==> src/rtl/alu_issue_stage.sv <==
// RV32I decode/issue stage: decodes an instruction into ALU operands/opcode and registers it behind a valid/ready handshake.
// Optional two-entry skid variant (registered in_ready) enabled with ALU_ISSUE_SKID_EN.
module alu_issue_stage #(
    parameter int XLEN = 32
) (
    input  logic            clk,
    input  logic            rst,
    input  logic            flush,
    input  logic            in_valid,
    output logic            in_ready,
    input  logic [31:0]     in_inst,
    input  logic [XLEN-1:0] in_pc,
    input  logic [XLEN-1:0] in_rs1_data,
    input  logic [XLEN-1:0] in_rs2_data,
    output logic            out_valid,
    input  logic            out_ready,
    output logic [XLEN-1:0] alu_src0,
    output logic [XLEN-1:0] alu_src1,
    output logic [4:0]      alu_op,
    output logic [XLEN-1:0] out_pc,
    output logic [4:0]      out_rd,
    output logic            out_we,
    output logic            out_illegal
);
    localparam logic [4:0] OP_ADD  = 5'd0,  OP_SUB  = 5'd2,  OP_SLT  = 5'd4,  OP_SLTU = 5'd5;
    localparam logic [4:0] OP_AND  = 5'd9,  OP_OR   = 5'd10, OP_XOR  = 5'd11, OP_SLL  = 5'd14;
    localparam logic [4:0] OP_SRL  = 5'd15, OP_SRA  = 5'd16, OP_SRC1 = 5'd18;

    typedef struct packed {
        logic [XLEN-1:0] src0;
        logic [XLEN-1:0] src1;
        logic [XLEN-1:0] pc;
        logic [4:0]      op;
        logic [4:0]      rd;
        logic            we;
        logic            ill;
    } entry_t;

    logic [6:0]      opcode;
    logic [2:0]      funct3;
    logic [6:0]      funct7;
    logic [XLEN-1:0] imm_i, imm_s, imm_u, shamt_ext, rs2_shamt;
    logic            writes_rd;
    entry_t          dec;
    entry_t          main_reg;
    logic            out_valid_reg;
    logic            accept;

    assign opcode    = in_inst[6:0];
    assign funct3    = in_inst[14:12];
    assign funct7    = in_inst[31:25];
    assign imm_i     = {{(XLEN-12){in_inst[31]}}, in_inst[31:20]};
    assign imm_s     = {{(XLEN-12){in_inst[31]}}, in_inst[31:25], in_inst[11:7]};
    assign imm_u     = {in_inst[31:12], 12'b0};
    assign shamt_ext = {{(XLEN-5){1'b0}}, in_inst[24:20]};
    assign rs2_shamt = {{(XLEN-5){1'b0}}, in_rs2_data[4:0]};

    always_comb begin
        dec       = '0;
        dec.src0  = in_rs1_data;
        dec.pc    = in_pc;
        dec.op    = OP_ADD;
        dec.rd    = in_inst[11:7];
        writes_rd = 1'b0;
        case (opcode)
            7'b0110011: begin
                writes_rd = 1'b1;
                dec.src1  = in_rs2_data;
                if (funct7 == 7'b0000000) begin
                    case (funct3)
                        3'b000:  dec.op = OP_ADD;
                        3'b001:  begin dec.op = OP_SLL; dec.src1 = rs2_shamt; end
                        3'b010:  dec.op = OP_SLT;
                        3'b011:  dec.op = OP_SLTU;
                        3'b100:  dec.op = OP_XOR;
                        3'b101:  begin dec.op = OP_SRL; dec.src1 = rs2_shamt; end
                        3'b110:  dec.op = OP_OR;
                        default: dec.op = OP_AND;
                    endcase
                end else if (funct7 == 7'b0100000 && funct3 == 3'b000) begin
                    dec.op = OP_SUB;
                end else if (funct7 == 7'b0100000 && funct3 == 3'b101) begin
                    dec.op   = OP_SRA;
                    dec.src1 = rs2_shamt;
                end else begin
                    dec.ill = 1'b1;
                end
            end
            7'b0010011: begin
                writes_rd = 1'b1;
                dec.src1  = imm_i;
                case (funct3)
                    3'b000:  dec.op = OP_ADD;
                    3'b010:  dec.op = OP_SLT;
                    3'b011:  dec.op = OP_SLTU;
                    3'b100:  dec.op = OP_XOR;
                    3'b110:  dec.op = OP_OR;
                    3'b111:  dec.op = OP_AND;
                    3'b001: begin
                        dec.op   = OP_SLL;
                        dec.src1 = shamt_ext;
                        dec.ill  = (funct7 != 7'b0000000);
                    end
                    default: begin
                        dec.op   = (funct7 == 7'b0100000) ? OP_SRA : OP_SRL;
                        dec.src1 = shamt_ext;
                        dec.ill  = (funct7 != 7'b0000000) && (funct7 != 7'b0100000);
                    end
                endcase
            end
            7'b0110111: begin writes_rd = 1'b1; dec.op = OP_SRC1; dec.src0 = '0; dec.src1 = imm_u; end
            7'b0010111: begin writes_rd = 1'b1; dec.src0 = in_pc; dec.src1 = imm_u; end
            7'b1101111,
            7'b1100111: begin writes_rd = 1'b1; dec.src0 = in_pc; dec.src1 = XLEN'(4); end
            7'b0000011: begin writes_rd = 1'b1; dec.src1 = imm_i; end
            7'b0100011: dec.src1 = imm_s;
            default:    dec.ill = 1'b1;
        endcase
        // Illegal encodings issue as a harmless ADD of zeros that never writes back.
        if (dec.ill) begin
            dec.op    = OP_ADD;
            dec.src0  = '0;
            dec.src1  = '0;
            writes_rd = 1'b0;
        end
        dec.we = writes_rd && (dec.rd != 5'd0);
    end

`ifdef ALU_ISSUE_SKID_EN
    entry_t skid_reg;
    logic   skid_valid_reg;
    logic   main_free;

    // in_ready depends only on registered state, breaking the out_ready timing path.
    assign in_ready  = !skid_valid_reg;
    assign main_free = !out_valid_reg || out_ready;
    assign accept    = in_valid && in_ready && !flush;

    always_ff @(posedge clk) begin
        if (rst) begin
            out_valid_reg  <= 1'b0;
            skid_valid_reg <= 1'b0;
            main_reg       <= '0;
            skid_reg       <= '0;
        end else if (flush) begin
            out_valid_reg  <= 1'b0;
            skid_valid_reg <= 1'b0;
        end else if (skid_valid_reg) begin
            if (main_free) begin
                main_reg       <= skid_reg;
                out_valid_reg  <= 1'b1;
                skid_valid_reg <= 1'b0;
            end
        end else if (accept) begin
            if (main_free) begin
                main_reg      <= dec;
                out_valid_reg <= 1'b1;
            end else begin
                skid_reg       <= dec;
                skid_valid_reg <= 1'b1;
            end
        end else if (out_ready) begin
            out_valid_reg <= 1'b0;
        end
    end
`else
    assign in_ready = !out_valid_reg || out_ready;
    assign accept   = in_valid && in_ready && !flush;

    always_ff @(posedge clk) begin
        if (rst) begin
            out_valid_reg <= 1'b0;
            main_reg      <= '0;
        end else begin
            if (flush)          out_valid_reg <= 1'b0;
            else if (accept)    out_valid_reg <= 1'b1;
            else if (out_ready) out_valid_reg <= 1'b0;
            if (accept)         main_reg      <= dec;
        end
    end
`endif

    assign out_valid   = out_valid_reg;
    assign alu_src0    = main_reg.src0;
    assign alu_src1    = main_reg.src1;
    assign alu_op      = main_reg.op;
    assign out_pc      = main_reg.pc;
    assign out_rd      = main_reg.rd;
    assign out_we      = main_reg.we;
    assign out_illegal = main_reg.ill;
endmodule

==> config.mk <==
export PLATFORM = sky130hd
export DESIGN_NAME = alu_issue_stage
export DESIGN_NICKNAME = d
export VERILOG_FILES = /design/src/rtl/alu_issue_stage.sv
export SDC_FILE = /design/constraint.sdc
export NUM_CORES = 1
export LEC_CHECK = 0
export CORE_MARGIN = 5
export CORE_UTILIZATION = 41
export CTS_BUF_LIST = sky130_fd_sc_hd__clkbuf_4 sky130_fd_sc_hd__clkbuf_8
export DETAILED_ROUTE_END_ITERATION = 6
export PLACE_DENSITY_LB_ADDON = 0.08
export SYNTH_ARGS = -nofsm -noshare
export SYNTH_HDL_FRONTEND = slang
export SYNTH_SLANG_ARGS = --single-unit
==> constraint.sdc <==
create_clock -name clk -period 2.3 [get_ports clk]
set_clock_uncertainty 0.05 [all_clocks]
set_input_delay 0.46 -clock clk [delete_from_list [all_inputs] [get_ports clk]]
set_output_delay 0.46 -clock clk [all_outputs]
set_load 0.1 [all_outputs]
==> impl_results.md <==
- Outcome: completed
- Worst-Skew Late Latency: 0.37 ns
- Area grow syn2layout: 60.1%
- Overall power: 4.10 mW
- Final setup fails: 0
- CP bufs+invs: 3
- Post-synth EDFFs: 0
- Vias post-DR: 5331
- CP Class: in -> reg
- Worst vdd ir: 0.361 mV
- Seq/Total Area, Yosys: 45.2%
- #FFs+latches synth: around 110
- Layout Utilization: between 60 and 70%
- Worst EP arrival: 2.48 ns
- HP Class: reg -> reg
- CP Cell Sequence: clkdlybuf4s50_1, nor4b_4, a211oi_1, buf_4, o2bb2ai_4, o31ai_4, buf_12, a221oi_2
- Distinct cells, synth: a little under 50
- Max-slew violation count: 0
- Pin slew with the least headroom to its limit: between 0.5 and 0.6 ns
- Highest-delay cell along the critical path: clkdlybuf4s50_1
- Post-synthesis cell count: 572
- Cts bufs inserted: 9
- Crit end category: register
- Total iterations of the first detailed-routing run: 5
- Clock slew at reported path FFs: 0.11 ns
- Die width: 119 µm
- Syn_nets: ~710
- CTS Buffer Depth: 2
- Drt initial violations: 486
- Final Critical Period: 2.25 ns
- WP data required: around 2.5 ns
- Initial antenna violation count: 0
- Vias in the first global route: 5244
- Sink Count: 109
- Top-count cell post-synth: nand2_1
- Met2 usage: 39.9%
- Top Ports: 243
- CP max FO: 19
- DRC: 0
- Synth area leaders: dfxtp_1 45%, nand2_1 13%, a22oi_1 6.1%
- Nets: 963
- GRT Max-Usage Layer: met2
- Placer congestion estimate: 0.952
- Startpoint types: input pin
- Layout cells sized above 1: ~26%
- Commonest cells in the netlist: 161 x nand2_1, 109 x dfxtp_1, 46 x a21oi_1, 39 x a22oi_1, 39 x o21ai_0
- CP delay by family, top: buffers and inverters
- Average wire per standard cell: ~18 µm
- Final WS setup: 0.0546 ns
- Top_reg_cell synth: dfxtp_1
- Cell taking the most area after synthesis: dfxtp_1
- P per Cell Area: 530 nW/µm²
- Diode count: 0
- Die ar.: 14100 µm²
- Post-route ant nets: 0
- Core area: between 10000 and 15000 µm²
- Final worst-path cycle share: between 90 and 100%
- Synth top area share: 45.2%
- Max cap viols: 0
- Setup WS pre-CTS: -0.684 ns
- Initial Util: between 40% and 50%
- Root Driver: clkbuf_8
- Hold WS: 0.411 ns
- Leak Pwr: 2.99 nW
- Hold Buf Count CTS: 0
- Largest net degree at the start of global routing: 42
- Port Buffer Count: 242
- CTS tree: done
- RSZ-0062 raised after global routing: no
- DP HPWL: 13.6 mm
- Grt total ovfl: 0
- Die Y: 119 µm
- First-pass GRT wire length: between 20 and 30 mm
- Syn Area/Cell: 8.44 µm²
- Total Routing Usage GR: between 20% and 30%
- Overall routed net length: approximately 18 mm
- Synth async-reset ratio: 0%
- Syn Std Cell Area: 4830 µm²
- Final hold violations: 0
- CP peak stage delay: 0.59 ns
- Met3 Use GR: 9.41%
- Met1 GRT Util: around 28%
- Yosys warnings: 0
- Via density: approximately 5.5
- H-tree Lvls: 3
- R2R setup slack: slightly above 0.7 ns
- Achievable Freq: 0.445 GHz
- Slew HR: 63.5%
- Std cell rows: 39
[layout make-up]
cell class / instances / area (µm²)
timing repair buffer: 295 / 2670
multi-input combinational: 411 / 2480
inverter: 4 / 15.0
fill: 962 / 3740
sequential: 109 / 2180
clock buffer: 11 / 145
tap: 143 / 179
clock inverter: 5 / 66.3
[worst min-delay path, delay by kind of cell, from the launching register on]
family / cells / cell delay, ns
simple gates: 1 / 0.05
flops: 1 / 0.32
compound gates: 1 / 0.05
[path summary, 6_finish.rpt]
kind | startpoint | end | cells past startpoint
worst min register to register | out_pc[12]$_SDFFE_PP0P_ | out_pc[12]$_SDFFE_PP0P_ | 2
worst max register to register | out_valid$_SDFFE_PP0P_ | alu_src1[26]$_SDFFE_PP0P_ | 6
worst min-delay path | out_pc[12]$_SDFFE_PP0P_ | out_pc[12]$_SDFFE_PP0P_ | 2
worst max-delay path | in_inst[13] | alu_src1[26]$_SDFFE_PP0P_ | 8
[placed cells by master (no fill, tap or decap), types with 16 or more instances in the layout]
master	Yosys	layout
nand2_1	161	160
buf_4	3	153
clkdlybuf4s50_1	0	131
dfxtp_1	109	108
a21oi_1	46	46
o21ai_0	39	39
a22oi_1	39	39
a221oi_1	19	19
a221oi_2	19	19
nor2_1	16	16
[through the flow]
stage | instances | TNS, ns | cell area (µm²)
floorplan | 572 | 0 | 4840
CTS | 977 | 0 | 7700
global route | 978 | 0 | 7730
global placement | 961 | -14.94 | 7480
finish | 978 | 0 | 7730
detailed placement | 961 | -21.89 | 7480
[per-layer routing]
metal  wire length [µm]  vias up
met5                  0        -
met4                386        0
met3               1890       31
met2               8600      252
met1               6860     2468
li1                   -     2580
[power breakdown]
group	total (mW)	switching [mW]	internal (mW)	leakage [nW]
registers	1.94	0.0192	1.92	0.883
clock network	1.24	0.677	0.560	0.105
logic	0.917	0.537	0.380	2.00
[cell families after synthesis]
group | Yosys count | synth area share [%]
AOI/OAI and AO/OA | 192 | 29.3
buffers and inverters | 53 | 5.00
DFF | 109 | 45.2
muxes | 4 | 0.829
and+or+nand+nor | 214 | 19.7
[what timing repair did]
action,4_1_cts,5_1_grt
gates cloned,0,1
endpoints found under the setup margin,20,19
pin swaps,0,1
buffers inserted,0,0
resized for setup,1,3
Note: power is estimated with default switching activity, not from simulation.
